`src/rtl/bridge_pkg.sv`:
```
// Shared types and constants for the AHB-Lite to APB bridge.
//   state_e  : APB-side FSM states
//   htrans_e : AHB transfer type encodings
//   DEC_*    : peripheral address window and per-slave slot size
//   HRESP_OKAY : the only response the bridge ever returns
package bridge_pkg;

    typedef enum logic [2:0] {
        StIdle,
        StWwait,
        StRead,
        StWrite,
        StWritep,
        StRenable,
        StWenable,
        StWenablep
    } state_e;

    typedef enum logic [1:0] {
        HtransIdle   = 2'b00,
        HtransBusy   = 2'b01,
        HtransNonseq = 2'b10,
        HtransSeq    = 2'b11
    } htrans_e;

    localparam logic [1:0] HRESP_OKAY = 2'b00;

    // Peripheral window, split into 64 MiB slots, one per APB slave.
    localparam logic [31:0]  DEC_BASE       = 32'h8000_0000;
    localparam logic [31:0]  DEC_LIMIT      = 32'h8FFF_FFFF;
    localparam int unsigned  DEC_SLOT_SHIFT = 26;

    function automatic logic addr_in_window(input logic [31:0] addr);
        return (addr >= DEC_BASE) && (addr <= DEC_LIMIT);
    endfunction

endpackage

```
`src/rtl/modport_bridge_if.sv`:
```
// Bus bundle between the AHB master / APB peripherals and the bridge.
//   AHB side : Htrans, Hsize, Hreadyin, Hwrite, Haddr, Hwdata -> bridge
//              Hrdata, Hresp, Hreadyout                        <- bridge
//   APB side : Pselx, Pwrite, Penable, Paddr, Pwdata          <- bridge
//              Prdata                                          -> bridge
// Modports: slave = bridge view (AHB slave, APB master),
//           master = environment view (AHB master plus APB peripherals).
interface modport_bridge_if #(
    parameter int unsigned WIDTH  = 32,
    parameter int unsigned SLAVES = 4
);
    logic [1:0]        Htrans;
    logic [2:0]        Hsize;
    logic              Hreadyin;
    logic              Hwrite;
    logic [WIDTH-1:0]  Haddr;
    logic [WIDTH-1:0]  Hwdata;
    logic [WIDTH-1:0]  Hrdata;
    logic [1:0]        Hresp;
    logic              Hreadyout;
    logic [SLAVES-1:0] Pselx;
    logic              Pwrite;
    logic              Penable;
    logic [WIDTH-1:0]  Paddr;
    logic [WIDTH-1:0]  Pwdata;
    logic [WIDTH-1:0]  Prdata;

    modport slave (
        input  Htrans, Hsize, Hreadyin, Hwrite, Haddr, Hwdata, Prdata,
        output Hrdata, Hresp, Hreadyout, Pselx, Pwrite, Penable, Paddr, Pwdata
    );

    modport master (
        output Htrans, Hsize, Hreadyin, Hwrite, Haddr, Hwdata, Prdata,
        input  Hrdata, Hresp, Hreadyout, Pselx, Pwrite, Penable, Paddr, Pwdata
    );

endinterface

```
`src/rtl/ahb_slave_if.sv`:
```
// AHB-side front end of the bridge: address/data pipeline, transfer
// qualification and peripheral select decode.
//   Hclk, Hresetn     : clock, synchronous active-high reset
//   htrans_i .. hwdata_i : raw AHB inputs
//   valid_o           : live, in-window NONSEQ/SEQ transfer while the bus is ready
//   tempselx_o        : one-hot select decoded from the live address
//   selx1_o           : select registered alongside Haddr1
//   haddr1_o          : address of the transfer now in its data phase
//   haddr2_next_o     : value Haddr2 captures on the coming edge
//   hwdata1_next_o    : value Hwdata1 captures on the coming edge
//   hwritereg_o       : direction registered alongside Haddr1
module ahb_slave_if
    import bridge_pkg::*;
#(
    parameter int unsigned WIDTH  = 32,
    parameter int unsigned SLAVES = 4
) (
    input  logic              Hclk,
    input  logic              Hresetn,
    input  logic [1:0]        htrans_i,
    input  logic              hreadyin_i,
    input  logic              hwrite_i,
    input  logic [WIDTH-1:0]  haddr_i,
    input  logic [WIDTH-1:0]  hwdata_i,
    output logic              valid_o,
    output logic [SLAVES-1:0] tempselx_o,
    output logic [SLAVES-1:0] selx1_o,
    output logic [WIDTH-1:0]  haddr1_o,
    output logic [WIDTH-1:0]  haddr2_next_o,
    output logic [WIDTH-1:0]  hwdata1_next_o,
    output logic              hwritereg_o
);

    logic [WIDTH-1:0]  haddr1_q, haddr1_d;
    logic [WIDTH-1:0]  haddr2_q, haddr2_d;
    logic [WIDTH-1:0]  hwdata1_q, hwdata1_d;
    logic              hwritereg_q, hwritereg_d;
    logic [SLAVES-1:0] selx1_q, selx1_d;

    logic              in_win;
    logic [WIDTH-1:0]  offset;

    // Decode and qualification.
    always_comb begin
        in_win     = addr_in_window(haddr_i);
        offset     = haddr_i - DEC_BASE;
        tempselx_o = '0;
        for (int unsigned i = 0; i < SLAVES; i++) begin
            if (in_win && ((offset >> DEC_SLOT_SHIFT) == WIDTH'(i))) begin
                tempselx_o[i] = 1'b1;
            end
        end
        // Htrans[1] is set only for NONSEQ and SEQ.
        valid_o = hreadyin_i & htrans_i[1] & in_win;
    end

    // Pipeline advances only while the AHB bus is ready.
    always_comb begin
        haddr1_d    = haddr1_q;
        haddr2_d    = haddr2_q;
        hwdata1_d   = hwdata1_q;
        hwritereg_d = hwritereg_q;
        selx1_d     = selx1_q;
        if (hreadyin_i) begin
            haddr1_d    = haddr_i;
            haddr2_d    = haddr1_q;
            hwdata1_d   = hwdata_i;
            hwritereg_d = hwrite_i;
            selx1_d     = tempselx_o;
        end
    end

    always_ff @(posedge Hclk) begin
        if (Hresetn) begin
            haddr1_q    <= '0;
            haddr2_q    <= '0;
            hwdata1_q   <= '0;
            hwritereg_q <= 1'b0;
            selx1_q     <= '0;
        end else begin
            haddr1_q    <= haddr1_d;
            haddr2_q    <= haddr2_d;
            hwdata1_q   <= hwdata1_d;
            hwritereg_q <= hwritereg_d;
            selx1_q     <= selx1_d;
        end
    end

    assign selx1_o        = selx1_q;
    assign haddr1_o       = haddr1_q;
    assign haddr2_next_o  = haddr2_d;
    assign hwdata1_next_o = hwdata1_d;
    assign hwritereg_o    = hwritereg_q;

endmodule

```
`src/rtl/modport_bridge.sv`:
```
// AHB-Lite slave to APB master bridge for up to SLAVES peripherals.
// Each AHB transfer becomes an APB SETUP then ENABLE phase; Hreadyout is
// dropped to stall the AHB master while an APB access is outstanding.
//   Hclk    : clock, all state on the rising edge
//   Hresetn : synchronous reset, active high
//   bus     : modport_bridge_if.slave, carries every AHB and APB signal
module modport_bridge
    import bridge_pkg::*;
#(
    parameter int unsigned WIDTH  = 32,
    parameter int unsigned SLAVES = 4
) (
    input  logic            Hclk,
    input  logic            Hresetn,
    modport_bridge_if.slave bus
);

    state_e state_q, state_d;

    logic              valid;
    logic              hwritereg;
    logic [SLAVES-1:0] tempselx;
    logic [SLAVES-1:0] selx1;
    logic [WIDTH-1:0]  haddr1;
    logic [WIDTH-1:0]  haddr2_next;
    logic [WIDTH-1:0]  hwdata1_next;

    logic [SLAVES-1:0] pselx_q, pselx_d;
    logic              penable_q, penable_d;
    logic              pwrite_q, pwrite_d;
    logic [WIDTH-1:0]  paddr_q, paddr_d;
    logic [WIDTH-1:0]  pwdata_q, pwdata_d;
    logic              hreadyout_q, hreadyout_d;

    ahb_slave_if #(
        .WIDTH  (WIDTH),
        .SLAVES (SLAVES)
    ) u_ahb_slave_if (
        .Hclk           (Hclk),
        .Hresetn        (Hresetn),
        .htrans_i       (bus.Htrans),
        .hreadyin_i     (bus.Hreadyin),
        .hwrite_i       (bus.Hwrite),
        .haddr_i        (bus.Haddr),
        .hwdata_i       (bus.Hwdata),
        .valid_o        (valid),
        .tempselx_o     (tempselx),
        .selx1_o        (selx1),
        .haddr1_o       (haddr1),
        .haddr2_next_o  (haddr2_next),
        .hwdata1_next_o (hwdata1_next),
        .hwritereg_o    (hwritereg)
    );

    // Next-state logic.
    always_comb begin
        state_d = state_q;
        unique case (state_q)
            StIdle: begin
                if (valid) state_d = bus.Hwrite ? StWwait : StRead;
            end
            StWwait:  state_d = valid ? StWritep : StWrite;
            StRead:   state_d = StRenable;
            StWrite:  state_d = valid ? StWenablep : StWenable;
            StWritep: state_d = StWenablep;
            StRenable, StWenable: begin
                if (valid) state_d = bus.Hwrite ? StWwait : StRead;
                else       state_d = StIdle;
            end
            StWenablep: begin
                if (!hwritereg) state_d = StRead;
                else            state_d = valid ? StWritep : StWrite;
            end
            default: state_d = StIdle;
        endcase
    end

    // Outputs are loaded according to the state being entered.
    always_comb begin
        pselx_d     = pselx_q;
        penable_d   = penable_q;
        pwrite_d    = pwrite_q;
        paddr_d     = paddr_q;
        pwdata_d    = pwdata_q;
        hreadyout_d = hreadyout_q;
        unique case (state_d)
            StIdle, StWwait: begin
                pselx_d     = '0;
                penable_d   = 1'b0;
                hreadyout_d = 1'b1;
            end
            StRead: begin
                pselx_d     = tempselx;
                paddr_d     = bus.Haddr;
                pwrite_d    = 1'b0;
                penable_d   = 1'b0;
                hreadyout_d = 1'b0;
            end
            StWrite: begin
                pselx_d     = selx1;
                paddr_d     = haddr1;
                pwdata_d    = bus.Hwdata;
                pwrite_d    = 1'b1;
                penable_d   = 1'b0;
                hreadyout_d = 1'b1;
            end
            StWritep: begin
                // WRITEP is only entered while Hreadyin is high, so the second
                // pipeline stage is capturing the older transfer on this edge.
                pselx_d     = selx1;
                paddr_d     = haddr2_next;
                pwdata_d    = hwdata1_next;
                pwrite_d    = 1'b1;
                penable_d   = 1'b0;
                hreadyout_d = 1'b0;
            end
            StRenable, StWenable, StWenablep: begin
                penable_d   = 1'b1;
                hreadyout_d = 1'b1;
            end
            default: begin
                pselx_d = pselx_q;
            end
        endcase
    end

    always_ff @(posedge Hclk) begin
        if (Hresetn) begin
            state_q     <= StIdle;
            pselx_q     <= '0;
            penable_q   <= 1'b0;
            pwrite_q    <= 1'b0;
            paddr_q     <= '0;
            pwdata_q    <= '0;
            hreadyout_q <= 1'b1;
        end else begin
            state_q     <= state_d;
            pselx_q     <= pselx_d;
            penable_q   <= penable_d;
            pwrite_q    <= pwrite_d;
            paddr_q     <= paddr_d;
            pwdata_q    <= pwdata_d;
            hreadyout_q <= hreadyout_d;
        end
    end

    assign bus.Pselx     = pselx_q;
    assign bus.Penable   = penable_q;
    assign bus.Pwrite    = pwrite_q;
    assign bus.Paddr     = paddr_q;
    assign bus.Pwdata    = pwdata_q;
    assign bus.Hreadyout = hreadyout_q;
    assign bus.Hresp     = HRESP_OKAY;
    assign bus.Hrdata    = bus.Prdata;

endmodule

```
`src/flat_wrapper.sv`:
```
// flat-port wrapper written by rule: the top's interface ports become plain ports
module modport_bridge_flat import bridge_pkg::*;
#(
    parameter int unsigned WIDTH  = 32,
    parameter int unsigned SLAVES = 4
)
  (Hclk, Hresetn, bus_Htrans, bus_Hsize, bus_Hreadyin, bus_Hwrite, bus_Haddr, bus_Hwdata, bus_Prdata, bus_Hrdata, bus_Hresp, bus_Hreadyout, bus_Pselx, bus_Pwrite, bus_Penable, bus_Paddr, bus_Pwdata);
  modport_bridge_if #(.WIDTH(WIDTH), .SLAVES(SLAVES)) bus_i ();
  input  logic Hclk;
  input  logic Hresetn;
  input wire logic [$bits(bus_i.Htrans)-1:0] bus_Htrans;
  input wire logic [$bits(bus_i.Hsize)-1:0] bus_Hsize;
  input wire logic [$bits(bus_i.Hreadyin)-1:0] bus_Hreadyin;
  input wire logic [$bits(bus_i.Hwrite)-1:0] bus_Hwrite;
  input wire logic [$bits(bus_i.Haddr)-1:0] bus_Haddr;
  input wire logic [$bits(bus_i.Hwdata)-1:0] bus_Hwdata;
  input wire logic [$bits(bus_i.Prdata)-1:0] bus_Prdata;
  output wire logic [$bits(bus_i.Hrdata)-1:0] bus_Hrdata;
  output wire logic [$bits(bus_i.Hresp)-1:0] bus_Hresp;
  output wire logic [$bits(bus_i.Hreadyout)-1:0] bus_Hreadyout;
  output wire logic [$bits(bus_i.Pselx)-1:0] bus_Pselx;
  output wire logic [$bits(bus_i.Pwrite)-1:0] bus_Pwrite;
  output wire logic [$bits(bus_i.Penable)-1:0] bus_Penable;
  output wire logic [$bits(bus_i.Paddr)-1:0] bus_Paddr;
  output wire logic [$bits(bus_i.Pwdata)-1:0] bus_Pwdata;
  assign bus_i.Htrans = bus_Htrans;
  assign bus_i.Hsize = bus_Hsize;
  assign bus_i.Hreadyin = bus_Hreadyin;
  assign bus_i.Hwrite = bus_Hwrite;
  assign bus_i.Haddr = bus_Haddr;
  assign bus_i.Hwdata = bus_Hwdata;
  assign bus_i.Prdata = bus_Prdata;
  assign bus_Hrdata = bus_i.Hrdata;
  assign bus_Hresp = bus_i.Hresp;
  assign bus_Hreadyout = bus_i.Hreadyout;
  assign bus_Pselx = bus_i.Pselx;
  assign bus_Pwrite = bus_i.Pwrite;
  assign bus_Penable = bus_i.Penable;
  assign bus_Paddr = bus_i.Paddr;
  assign bus_Pwdata = bus_i.Pwdata;
  modport_bridge #(.WIDTH(WIDTH), .SLAVES(SLAVES)) u_core (.Hclk(Hclk), .Hresetn(Hresetn), .bus(bus_i));
endmodule
```
`config.mk`:
```
export PLATFORM = sky130hd
export DESIGN_NAME = modport_bridge_flat
export DESIGN_NICKNAME = d
export VERILOG_FILES = /design/src/rtl/bridge_pkg.sv /design/src/rtl/modport_bridge_if.sv /design/src/rtl/ahb_slave_if.sv /design/src/rtl/modport_bridge.sv /design/src/flat_wrapper.sv
export SDC_FILE = /design/constraint.sdc
export NUM_CORES = 1
export LEC_CHECK = 0
export ABC_CLOCK_PERIOD_IN_PS = 2750
export CAP_MARGIN = 5
export CORE_AREA = 5 5 114 116
export CTS_CLUSTER_DIAMETER = 200
export CTS_CLUSTER_SIZE = 30
export DETAILED_ROUTE_END_ITERATION = 12
export DIE_AREA = 0 0 119 121
export PLACE_DENSITY = 0.77
export SLEW_MARGIN = 10
export SYNTH_ARGS = -nofsm -noshare
export SYNTH_HDL_FRONTEND = slang
export SYNTH_SLANG_ARGS = --single-unit
```
`constraint.sdc`:
```
create_clock -name Hclk -period 2.75 [get_ports Hclk]
set_clock_uncertainty 0.15 [all_clocks]
set_input_delay 0.4125 -clock Hclk [delete_from_list [all_inputs] [get_ports Hclk]]
set_output_delay 0.4125 -clock Hclk [all_outputs]
set_load 0.03 [all_outputs]
```
; Word-level counts from Yosys, hierarchy flattened
; Index checks and enable logic that the tools add are counted.
[op_classes]
n_addsub = 1
n_lt_le_gt_ge = 2
n_eq_ne = 17
n_mux = 19
n_bitwise = 2
n_reduce_logical = 19
[ops]
columns = cell, n
row1 = case mux 32 bit (3 select lines), 1
row2 = two-way mux 32 bit, 2
row3 = case mux 32 bit (2 select lines), 1
row4 = >= comparator 32 bit (second input constant), 1
row5 = less-or-equal comparator 32 bit (second input constant), 1
row6 = zero test 32 bit, 1
row7 = subtractor 32 bit (second input constant), 1
row8 = equality test 3 bit (second input constant), 8
row9 = case mux 3 bit (7 select lines), 1
row10 = equality test 3 x 2 -> 1 bit (second input constant), 4
row11 = equality test 6 x 2 -> 1 bit (second input constant), 2
row12 = two-way mux 3 bit, 4
row13 = case mux 4 bit (3 select lines), 1
row14 = OR reduction 2 bit, 4
row15 = equality test 3 x 1 -> 1 bit (second input constant), 2
row16 = equality test 6 x 1 -> 1 bit (second input constant), 1
row17 = zero test 3 bit, 2
row18 = case mux 1 bit (2 select lines), 3
row19 = nonzero test 3 bit, 2
row20 = OR reduction 6 bit, 1
row21 = logical AND 1 bit, 5
row22 = two-way mux 1 bit, 5
row23 = OR reduction 5 bit, 1
row24 = nonzero test 2 bit, 2
row25 = other kinds (3), 4
[totals]
regBits = 175
output_inout_bits = 105
word_cells = 72

; Logic depth before layout (Yosys ltp)
; Gate-level depths: netlist of the first run.
[depth]
ltp_word = 9
mapped_depth = 8
ltp_nobuf = 5

; Modules after synthesis
; Synthesis of the first run repeated with hierarchy kept, for this count alone.
[unflattened]
cells_unflattened = 734
hier_area_um2 = 8164.1
[modules_own_cells]
columns = mod, instances, cells_each, area_each_um2, seq_area_each_um2
row1 = modport_bridge, 1, 396, 4224.1, 1481.4
row2 = ahb_slave_if, 1, 338, 3940.0, 2021.9

; Worst setup path after synthesis of the first run
; No wires, ideal clock.
[synth_timing]
path_type = input to register
startpoint = in bus_Haddr[30]
endpoint = reg u_core.pselx_q[3], in the netlist u_core.bus.Pselx[3]
setup_ns = 0.070
arrival_ns = 2.014
required_ns = 2.530
setup_slack_ns = 0.516
stages = 6
path_buffers = 1
cell_sequence = or4b_4 or2_4 o21a_1 buf_6 or3b_1 a21oi_1
[synth_via]
elab_chain_len = 9
[synth_lines]
columns = item, line
row1 = start: declaration, flat_wrapper.sv:15  ; input wire logic [$bits(bus_i.Haddr)-1:0] bus_Haddr;
row2 = >= comparator 32 bit or less-or-equal comparator 32 bit (tied branches), bridge_pkg.sv:34  ; return (addr >= DEC_BASE) && (addr <= DEC_LIMIT);
row3 = logical AND 1 bit, bridge_pkg.sv:34
row4 = bitwise AND 1 bit, ahb_slave_if.sv:54  ; valid_o = hreadyin_i & htrans_i[1] & in_win;
row5 = two-way mux 3 bit, "modport_bridge.sv:62, modport_bridge.sv:72"
row6 = two-way mux 3 bit, modport_bridge.sv:71  ; if (!hwritereg) state_d = StRead;
row7 = case mux 3 bit (7 select lines), modport_bridge.sv:58  ; unique case (state_q)
row8 = equality test 3 x 2 -> 1 bit (tied with other cells), modport_bridge.sv:86  ; unique case (state_d)
row9 = OR reduction 2 bit (no source line), n/a
row10 = case mux 4 bit (3 select lines) or nonzero test 3 bit (tied branches), n/a
row11 = end signal: assignment, modport_bridge.sv:138  ; pselx_q <= pselx_d;
row12 = end: declaration, modport_bridge.sv:28  ; logic [SLAVES-1:0] pselx_q, pselx_d;
; Parallel ways exist; a longest one is shown, timed or not.
; A chain may end at the register's enable or synchronous reset.

; Final worst setup path of the first run
[layout_timing]
startpoint = in bus_Haddr[30]
endpoint = reg u_core.paddr_q[9], in the netlist u_core.bus.Paddr[9]
[layout_via]
elab_chain_len = 8
[layout_lines]
columns = item, line
row1 = >= comparator 32 bit or less-or-equal comparator 32 bit (tied branches), bridge_pkg.sv:34
row2 = logical AND 1 bit *, bridge_pkg.sv:34
row3 = bitwise AND 1 bit *, ahb_slave_if.sv:54
row4 = two-way mux 3 bit, "modport_bridge.sv:62, modport_bridge.sv:72"
row5 = two-way mux 3 bit, modport_bridge.sv:71
row6 = case mux 3 bit (7 select lines) *, modport_bridge.sv:58
row7 = equality test 3 bit or equality test 3 x 2 -> 1 bit (tied branches), modport_bridge.sv:86
row8 = case mux 32 bit (3 select lines) or nonzero test 3 bit (tied branches), n/a
row9 = end signal: assignment, modport_bridge.sv:141  ; paddr_q <= paddr_d;
row10 = end: declaration, modport_bridge.sv:31  ; logic [WIDTH-1:0] paddr_q, paddr_d;
; Every way passes the cells marked *; elsewhere a longest branch is shown, timed or not.

==> results of run 1 <==
-- state kept, by name (all words and copies together), names as in the netlist --
name / count
u_core.bus.Paddr: 32
u_core.bus.Pwdata: 32
u_core.u_ahb_slave_if.haddr1_o: 32
u_core.u_ahb_slave_if.hwdata1_q: 5
u_core.bus.Pselx: 4
u_core.u_ahb_slave_if.selx1_o: 4
u_core.state_q: 3
u_core.bus.Hreadyout: 1
u_core.bus.Penable: 1
u_core.bus.Pwrite: 1
u_core.u_ahb_slave_if.hwritereg_o: 1
-- cells in the mapped netlist (all sizes together) --
cell	n	area share, %
a21o	1	0.16
a21oi	37	4.0
a22oi	9	1.4
and3	2	0.27
buf	47	6.7
clkbuf	31	2.5
conb	1	0.080
dfxtp	116	49
mux2i	40	8.5
nand2	64	5.1
nand2b	8	1.1
nand3	2	0.21
nand3b	4	0.64
nand4	1	0.13
nand4b	1	0.19
nor2	144	11
nor2b	3	0.40
nor3	3	0.32
nor4	32	4.3
nor4b	1	0.19
o21a	4	0.64
o21ai	9	0.96
o22a	1	0.19
o22ai	1	0.13
o32ai	1	0.19
or2	1	0.19
or3b	1	0.19
or4b	1	0.29
xor2	1	0.19
-- worst reg2reg max path, stage by stage, from the launching register on --
cell	delay [ns]
dfxtp_1	0.39
and3_1	0.27
o21ai_4	0.51
buf_4	0.41
nand2_1	0.13
a21oi_1	0.16
-- power by group through the flow --
| stage | Clock, mW | Combinational (mW) | Sequential, mW |
|---|---|---|---|
| after global routing | 2.29 | 2.60 | 2.27 |
| after detailed placement | 0 | 2.40 | 2.26 |
| after floorplan | 0 | 1.01 | 2.73 |
| after global placement | 0 | 2.35 | 2.23 |
| after CTS | 2.21 | 2.42 | 2.23 |
| final | 2.16 | 2.38 | 2.23 |
-- per-layer routing --
layer  up-vias  part of all wire [%]
li1       2054                     -
met2       150                    50
met3        33                   7.7
met4         0                   2.5
met1      1960                    40
met5         -                     0
-- kinds of logic after synthesis --
kind of cell	Yosys count
buffers and inverters	78
AO/OA/AOI/OAI	63
AND/OR/NAND/NOR	268
other	1
multiplexers	40
flip-flops	116
XOR/XNOR	1
-- cell type report --
class	count	area [um^2]	share of cell area [%]
clock buffers	21	450	6.80
flip-flops and latches	116	2320	35.1
well taps	147	184	2.78
multi-input cells	374	1970	29.8
repair buffers	158	1560	23.6
clock inverters	10	133	2.00
-- worst min-delay path by stage --
stage | endpoint | slack [ns] | cells after the start
after floorplan | u_core.u_ahb_slave_if.selx1_o[1] | 0.30 | 2
after detailed placement | u_core.bus.Pwdata[31] | 0.30 | 2
after global routing | u_core.bus.Pwdata[16] | 0.32 | 2
after CTS | u_core.bus.Pwdata[31] | 0.31 | 2
after global placement | u_core.bus.Pwdata[21] | 0.29 | 2
final | u_core.bus.Pwdata[31] | 0.30 | 2
==> impl_metrics.yaml, run 1 <==
status:
  outcome: "completed"
placement:
  place_ws_ns: 0.0214
  io_buffers: 139
  placed_cell_area_mm2: 0.00604
  place_inst: 795
  dp_hpwl_mm: 8.76
  place.gp.congestion: 0.735
setup_path:
  crit_family: "simple AND/OR/NAND/NOR gates"
  cp.required_ns: 2.87
  start_kind: "primary input"
  crit_chain: "clkdlybuf4s50_1 > or4b_4 > or2_4 > a21oi_4 > buf_12 > nor2_1 > nor4_1"
  crit_type: "primary input to flip-flop"
  crit_buf_inv: 2
  crit_arrival_ns: 2.50
  ff2ff_setup_slack_ns: 0.65
  cp_slowest_cell: "or4b_4"
  worst-path-max-fanout: 17
  critPathCaptureType: "flip-flop"
  startpoint: "bus_Haddr[30]"
  cp-endpoint: "u_core.bus.Paddr[9]"
  timing.rr.start: "u_core.state_q[1]"
  timing.rr.end: "u_core.bus.Pwdata[27]"
  reg2reg_depth: 5
  worst_path_largest_cell_delay_ns: 0.56
  worstSetupPathDepth: 7
routing:
  dr.pass1.iters: 4
  viasPerCell: 5.08
  routedWlPerCell_um: 14.9
  routed_wl_mm: 12.3
  drcViolationCount: 0
  dr.first_iter.drc_count: 139
  dr_total_vias: 4197
  antenna_left: 0
worst_hold_path:
  min_from: "u_core.bus.Pwdata[31]"
  min_path_type: "flip-flop to flip-flop"
die:
  start_util_pct: 39.8
  fp.dieW_um: 119
  core_area_mm2: 0.0118
  ios: 210
  num_rows: 40
  die_area_mm2: 0.0144
  fp.dieH_um: 121
sta:
  period_minus_slack_ns: 2.38
  final_max_slew_viol_count: 0
  min_period_over_period_pct: 86.4
  fmax_mhz: 421
  tightest_slew_ns: 0.675
  tns_ns: 0
  setup_viol: 0
  rsz0062_at_grt: "false"
  relSlewSlack_pct: 55.0
  hold_viol_final: 0
  whs_ns: 0.302
  setup_ws_ns: 0.374
clock_network:
  postCtsResizedCells: 0
  clk_pin_slew_ns: 0.05
  cts.sinks: 116
  cts-root-buf: "clkbuf_16"
  cts_max_level: 4
  clock_latency_ns: 0.40
  cts_tree: "yes"
  hold_buffers: 0
  post_cts_buffers: 0
  numCtsBuffers: 17
  ctsLongestPathBuffers: 2
global_routing:
  grt_start_max_net_pins: 66
  gr-total-overflow: 0
  track_usage_pct: 17.3
  grt_pass1_vias: 4250
  antenna_found_initial: 0
  grt_util_met3_pct: 6.76
  grt_pass1_wl_mm: 20.2
  met2_usage_pct: 29.5
  busiest_layer: "met2"
  use_met1_pct: 18.7
synthesis:
  syn_inst: 567
  syn_area_mm2: 0.00470
  yosysUniqueCellTypes: 34
  syn_area_per_cell_um2: 8.29
  synth_seq_cells: 116
  synth_fa_ha_area_share_pct: 0
  synth.mux.area_fraction_pct: 8.51
  synth_xor_area_share_pct: 0.186
  synthSimpleGateAreaFrac_pct: 24.9
  yosysSeqAreaShare_pct: 49.4
  synth_top_family_by_area: "simple AND/OR/NAND/NOR gates"
  ys_warn_count: 0
  synth_compound_area_share_pct: 7.71
finish:
  finalInstanceArea_mm2: 0.00662
  fill_cells: 1048
  utilization_pct: 56.1
  drive_gt1_share_pct: 7.81
  fin_cells: 826
  nets: 772
  layout_common_cells: "nor2_1 (144), clkdlybuf4s50_1 (137), dfxtp_1 (116)"
  final_common_cell: "nor2_1"
  area_growth_pct: 40.8
  num_antenna_cells: 0
pwr:
  power_mw: 6.77
  clkPwrFrac_pct: 31.9
  p_sw_mw: 2.33
  peakVddDrop_uv: 565
  power.share.sequential_pct: 32.9
  p_int_mw: 4.44
  p_sw_share_pct: 34.5
  leakagePower_nw: 2.58
  pwr_density_cell_mw_per_mm2: 1020
  comb_power_share_pct: 35.2
flow_run:
  cap_violations: 0
Note: power is estimated with default switching activity, not from simulation.
==> run 2: changes to the inputs <==
- CORE_AREA: 5 5 114 116 -> 5 5 134 136
- DIE_AREA: 0 0 119 121 -> 0 0 139 141
- PLACE_DENSITY: 0.77 -> unset
==> run 2 against run 1 <==
  * Via count decreased by 3.9%
  * Core utilization fell by 16 points
  * Critical path depth decreased by 1
  * Clock power decreased by 6%
  * Sequential power decreased by 2%
  * Final cell count rose by 9.7%
  * Non-clock buffer count increased by 3
  * Largest cell class unchanged
  * Largest power group unchanged
==> impl_metrics.yaml, run 2 (synthesis results as in run 1) <==
clock_network:
  cts-root-buf: "clkbuf_16"
  ctsLongestPathBuffers: 2
  hold_buffers: 0
  postCtsResizedCells: 0
  cts.sinks: 116
  post_cts_buffers: 0
  cts_tree: "yes"
  clk_pin_slew_ns: 0.05
  cts_max_level: 4
  clock_latency_ns: 0.40
  numCtsBuffers: 17
setup_path:
  crit_type: "primary input to flip-flop"
  critPathCaptureType: "flip-flop"
  crit_arrival_ns: 2.46
  start_kind: "primary input"
  crit_family: "simple AND/OR/NAND/NOR gates"
  crit_chain: "clkdlybuf4s50_1 > or4b_4 > or2_4 > o21a_1 > or3b_1 > a21oi_1"
  worst_path_largest_cell_delay_ns: 0.57
  worst-path-max-fanout: 4
  crit_buf_inv: 1
  cp_slowest_cell: "or4b_4"
  cp.required_ns: 2.93
die:
  start_util_pct: 28.0
  die_area_mm2: 0.0196
  num_rows: 48
  ios: 210
  fp.dieH_um: 141
  core_area_mm2: 0.0168
  fp.dieW_um: 139
routing:
  viasPerCell: 4.45
  routed_wl_mm: 12.4
  dr.pass1.iters: 4
  drcViolationCount: 0
  routedWlPerCell_um: 13.7
  dr_total_vias: 4035
  dr.first_iter.drc_count: 138
  antenna_left: 0
pwr:
  peakVddDrop_uv: 427
  leakagePower_nw: 2.59
  pwr_density_cell_mw_per_mm2: 990
global_routing:
  grt_start_max_net_pins: 55
  grt_pass1_vias: 3995
  antenna_found_initial: 0
  gr-total-overflow: 0
  track_usage_pct: 13.0
  grt_pass1_wl_mm: 20.8
finish:
  drive_gt1_share_pct: 7.93
  fill_cells: 1722
  final_common_cell: "nor2_1"
  nets: 775
  layout_common_cells: "nor2_1 (144), clkdlybuf4s50_1 (137), dfxtp_1 (116)"
  num_antenna_cells: 0
  fin_cells: 906
  area_growth_pct: 42.3
sta:
  min_period_over_period_pct: 82.8
  setup_viol: 0
  period_minus_slack_ns: 2.28
  fmax_mhz: 439
  rsz0062_at_grt: "false"
  tightest_slew_ns: 0.628
  relSlewSlack_pct: 58.2
  final_max_slew_viol_count: 0
  hold_viol_final: 0
  tns_ns: 0
placement:
  place.gp.congestion: 0.745
  place_inst: 876
  dp_hpwl_mm: 8.48
  io_buffers: 139
flow_run:
  cap_violations: 0
worst_hold_path:
  min_path_type: "primary input to flip-flop"
status:
  outcome: "completed"
-- run 2: routing by layer --
layer	vias up	track usage, %	wire (um)
met4	0	4.02	147
met2	103	21.1	5830
met1	1874	16.2	5740
li1	2045	-	-
met5	-	0	0
met3	13	4.55	691
-- run 2: path summary, 6_finish.rpt --
| path | startpoint | end | slack, ns | depth (start not counted) |
|---|---|---|---|---|
| min | Hresetn | u_core.u_ahb_slave_if.haddr1_o[15] | 0.27 | 2 |
| min reg2reg | u_core.bus.Pwdata[13] | u_core.bus.Pwdata[13] | 0.30 | 2 |
| max reg2reg | u_core.state_q[1] | u_core.bus.Paddr[9] | 0.72 | 7 |
| max | bus_Haddr[30] | u_core.bus.Pselx[3] | 0.47 | 6 |
-- run 2: stage by stage --
| stage | utilization, % | area [um^2] | worst slack, ns | power [mW] | hold slack (ns) |
|---|---|---|---|---|---|
| after CTS | 39.8 | 6690 | 0.482 | 6.76 | 0.258 |
| final | 39.8 | 6690 | 0.472 | 6.63 | 0.270 |
| after floorplan | - | 4710 | 0.516 | 3.74 | 0.300 |
| after detailed placement | 36.6 | 6150 | 0.0744 | 4.67 | 0.296 |
| after global placement | 36.6 | 6150 | 0.0829 | 4.67 | 0.292 |
| after global routing | 39.8 | 6690 | 0.395 | 7.06 | 0.280 |
-- run 2: final cells by class --
cell class,instances,area (um^2),area share (%)
multi-input combinational,374,1970,29.4
clock inverter,5,50.0,0.748
timing repair buffer,161,1570,23.5
sequential,116,2320,34.7
tap,225,282,4.21
clock buffer,25,495,7.40
-- run 2: report_power, final --
part	internal (mW)	total (mW)	switching, mW
registers	2.01	2.18	0.170
clock network	1.32	2.03	0.707
logic	0.999	2.42	1.42
total	4.33	6.63	2.29
-- run 2: worst reg2reg max path, stage by stage, from the launching register on --
cell	delay, ns
dfxtp_1	0.48
nand2b_1	0.24
o21ai_1	0.18
buf_4	0.21
a21oi_4	0.18
buf_12	0.19
nor2_1	0.06
nor4_1	0.25
==> run 3: changes to the inputs <==
- ABC_CLOCK_PERIOD_IN_PS: 2750 -> 1890
- clock period: 2.75 -> 1.89 ns (I/O delays scaled with it)
==> run 3 against run 2 <==
  * Die area unchanged
  * Highest routed layer unchanged
  * Critical path depth increased by 1
  * Largest cell class unchanged
  * Register-to-register slack worse by 0.59 ns
  * Sequential cell count stayed put
  * Sequential share of layout area shrank 2.3 points
  * Setup slack got worse by 0.46 ns
  * Global-route usage shrank 0.13 points
  * Final cell count rose by 2.3%
==> impl_metrics.yaml, run 3 (synthesis results as in run 1) <==
pwr:
  power.share.sequential_pct: 30.1
  pwr_density_cell_mw_per_mm2: 1480
  peakVddDrop_uv: 606
  p_sw_mw: 3.52
  p_int_mw: 7.12
  p_sw_share_pct: 33.1
  comb_power_share_pct: 35.1
  clkPwrFrac_pct: 34.8
  leakagePower_nw: 3.39
sta:
  tightest_slew_ns: 0.587
  final_max_slew_viol_count: 0
  relSlewSlack_pct: 60.8
  hold_viol_final: 0
  setup_ws_ns: 0.00811
  period_minus_slack_ns: 1.88
  setup_viol: 0
  rsz0062_at_grt: "true"
  min_period_over_period_pct: 99.6
  fmax_mhz: 531
  whs_ns: 0.0939
  tns_ns: 0
setup_path:
  crit_family: "simple AND/OR/NAND/NOR gates"
  crit_arrival_ns: 2.07
  cp_slowest_cell: "or4b_4"
  crit_type: "primary input to flip-flop"
  worst_path_largest_cell_delay_ns: 0.50
  critPathCaptureType: "flip-flop"
  start_kind: "primary input"
  crit_chain: "clkdlybuf4s15_1 > or4b_4 > or2_4 > buf_4 > o21a_4 > or3b_1 > a21oi_1"
  cp.required_ns: 2.08
  worst-path-max-fanout: 7
  crit_buf_inv: 2
routing:
  drcViolationCount: 0
  antenna_left: 0
  dr.pass1.iters: 4
  dr.first_iter.drc_count: 150
  routedWlPerCell_um: 13.9
  viasPerCell: 4.44
  dr_total_vias: 4119
  routed_wl_mm: 12.9
placement:
  place.gp.congestion: 0.783
  placed_cell_area_mm2: 0.00629
  place_ws_ns: -0.631
  dp_hpwl_mm: 8.40
  io_buffers: 139
finish:
  nets: 795
  num_antenna_cells: 0
  finalInstanceArea_mm2: 0.00718
  layout_common_cells: "nor2_1 (142), dfxtp_1 (114), clkdlybuf4s50_1 (91)"
  fill_cells: 1675
  final_common_cell: "nor2_1"
  utilization_pct: 42.7
  drive_gt1_share_pct: 12.7
  multi_input_area_mm2: 0.00201
  seqCellArea_mm2: 0.00232
  area_growth_pct: 52.6
clock_network:
  cts_tree: "yes"
  cts-root-buf: "clkbuf_16"
  cts.sinks: 116
  clock_latency_ns: 0.41
  numCtsBuffers: 17
  ctsLongestPathBuffers: 2
  clk_pin_slew_ns: 0.05
  cts_max_level: 4
  hold_buffers: 0
global_routing:
  track_usage_pct: 12.8
  gr-total-overflow: 0
  grt_start_max_net_pins: 50
  antenna_found_initial: 0
  grt_pass1_vias: 3945
  grt_pass1_wl_mm: 20.5
status:
  outcome: "completed"
die:
  fp.dieW_um: 139
  fp.dieH_um: 141
  ios: 210
  die_area_mm2: 0.0196
  core_area_mm2: 0.0168
  num_rows: 48
  start_util_pct: 28.0
worst_hold_path:
  min_path_type: "primary input to flip-flop"
flow_run:
  cap_violations: 0
[run 3: per-stage QoR]
stage	power, mW	std cells
floorplan	5.46	568
CTS	10.6	921
detailed placement	6.86	890
global placement	6.84	890
global route	11.2	927
finish	10.6	927
[run 3: worst min-delay path, delay by kind of cell]
kind	cells	cell delay (ns)
AND/OR/NAND/NOR	1	0.07
multiplexers	1	0.06
buffers and inverters	2	0.20
[run 3: repair_timing]
item,4_1_cts,5_1_grt
pin swaps,2,15
gates cloned,0,2
endpoints found under the setup margin,47,96
gates resized for setup,18,49
setup buffers,0,4
[run 3: per-layer routing]
metal	share of wire, %	vias to the layer above	routed length, um	track usage, %
met5	0	-	0	0
met4	2.1	0	267	6.02
met3	6.8	27	881	4.55
met2	44	126	5730	19.6
met1	47	1871	6050	16.3
li1	-	2095	-	-
[run 3: final cells by class]
type                       instances  area share, %
clock buffer                      22           6.75
clock inverter                     9           2.75
multi-input combinational        374           28.0
sequential                       116           32.4
tap                              225           3.92
timing repair buffer             181           26.2
[run 3: worst paths after layout]
kind,cells past startpoint,endpoint,slack (ns),startpoint
max,7,u_core.bus.Pselx[3],0.008,bus_Haddr[29]
max reg2reg,7,u_core.bus.Paddr[14],0.13,u_core.state_q[1]
min reg2reg,2,u_core.bus.Pwdata[5],0.30,u_core.bus.Pwdata[5]
min,4,u_core.u_ahb_slave_if.haddr1_o[30],0.09,bus_Haddr[30]
[run 3: power groups by stage]
stage,clock (mW),combinational (mW),sequential [mW]
global placement,0,3.59,3.25
finish,3.70,3.74,3.20
CTS,3.79,3.59,3.21
floorplan,0,1.48,3.98
global route,3.91,4.05,3.27
detailed placement,0,3.61,3.25
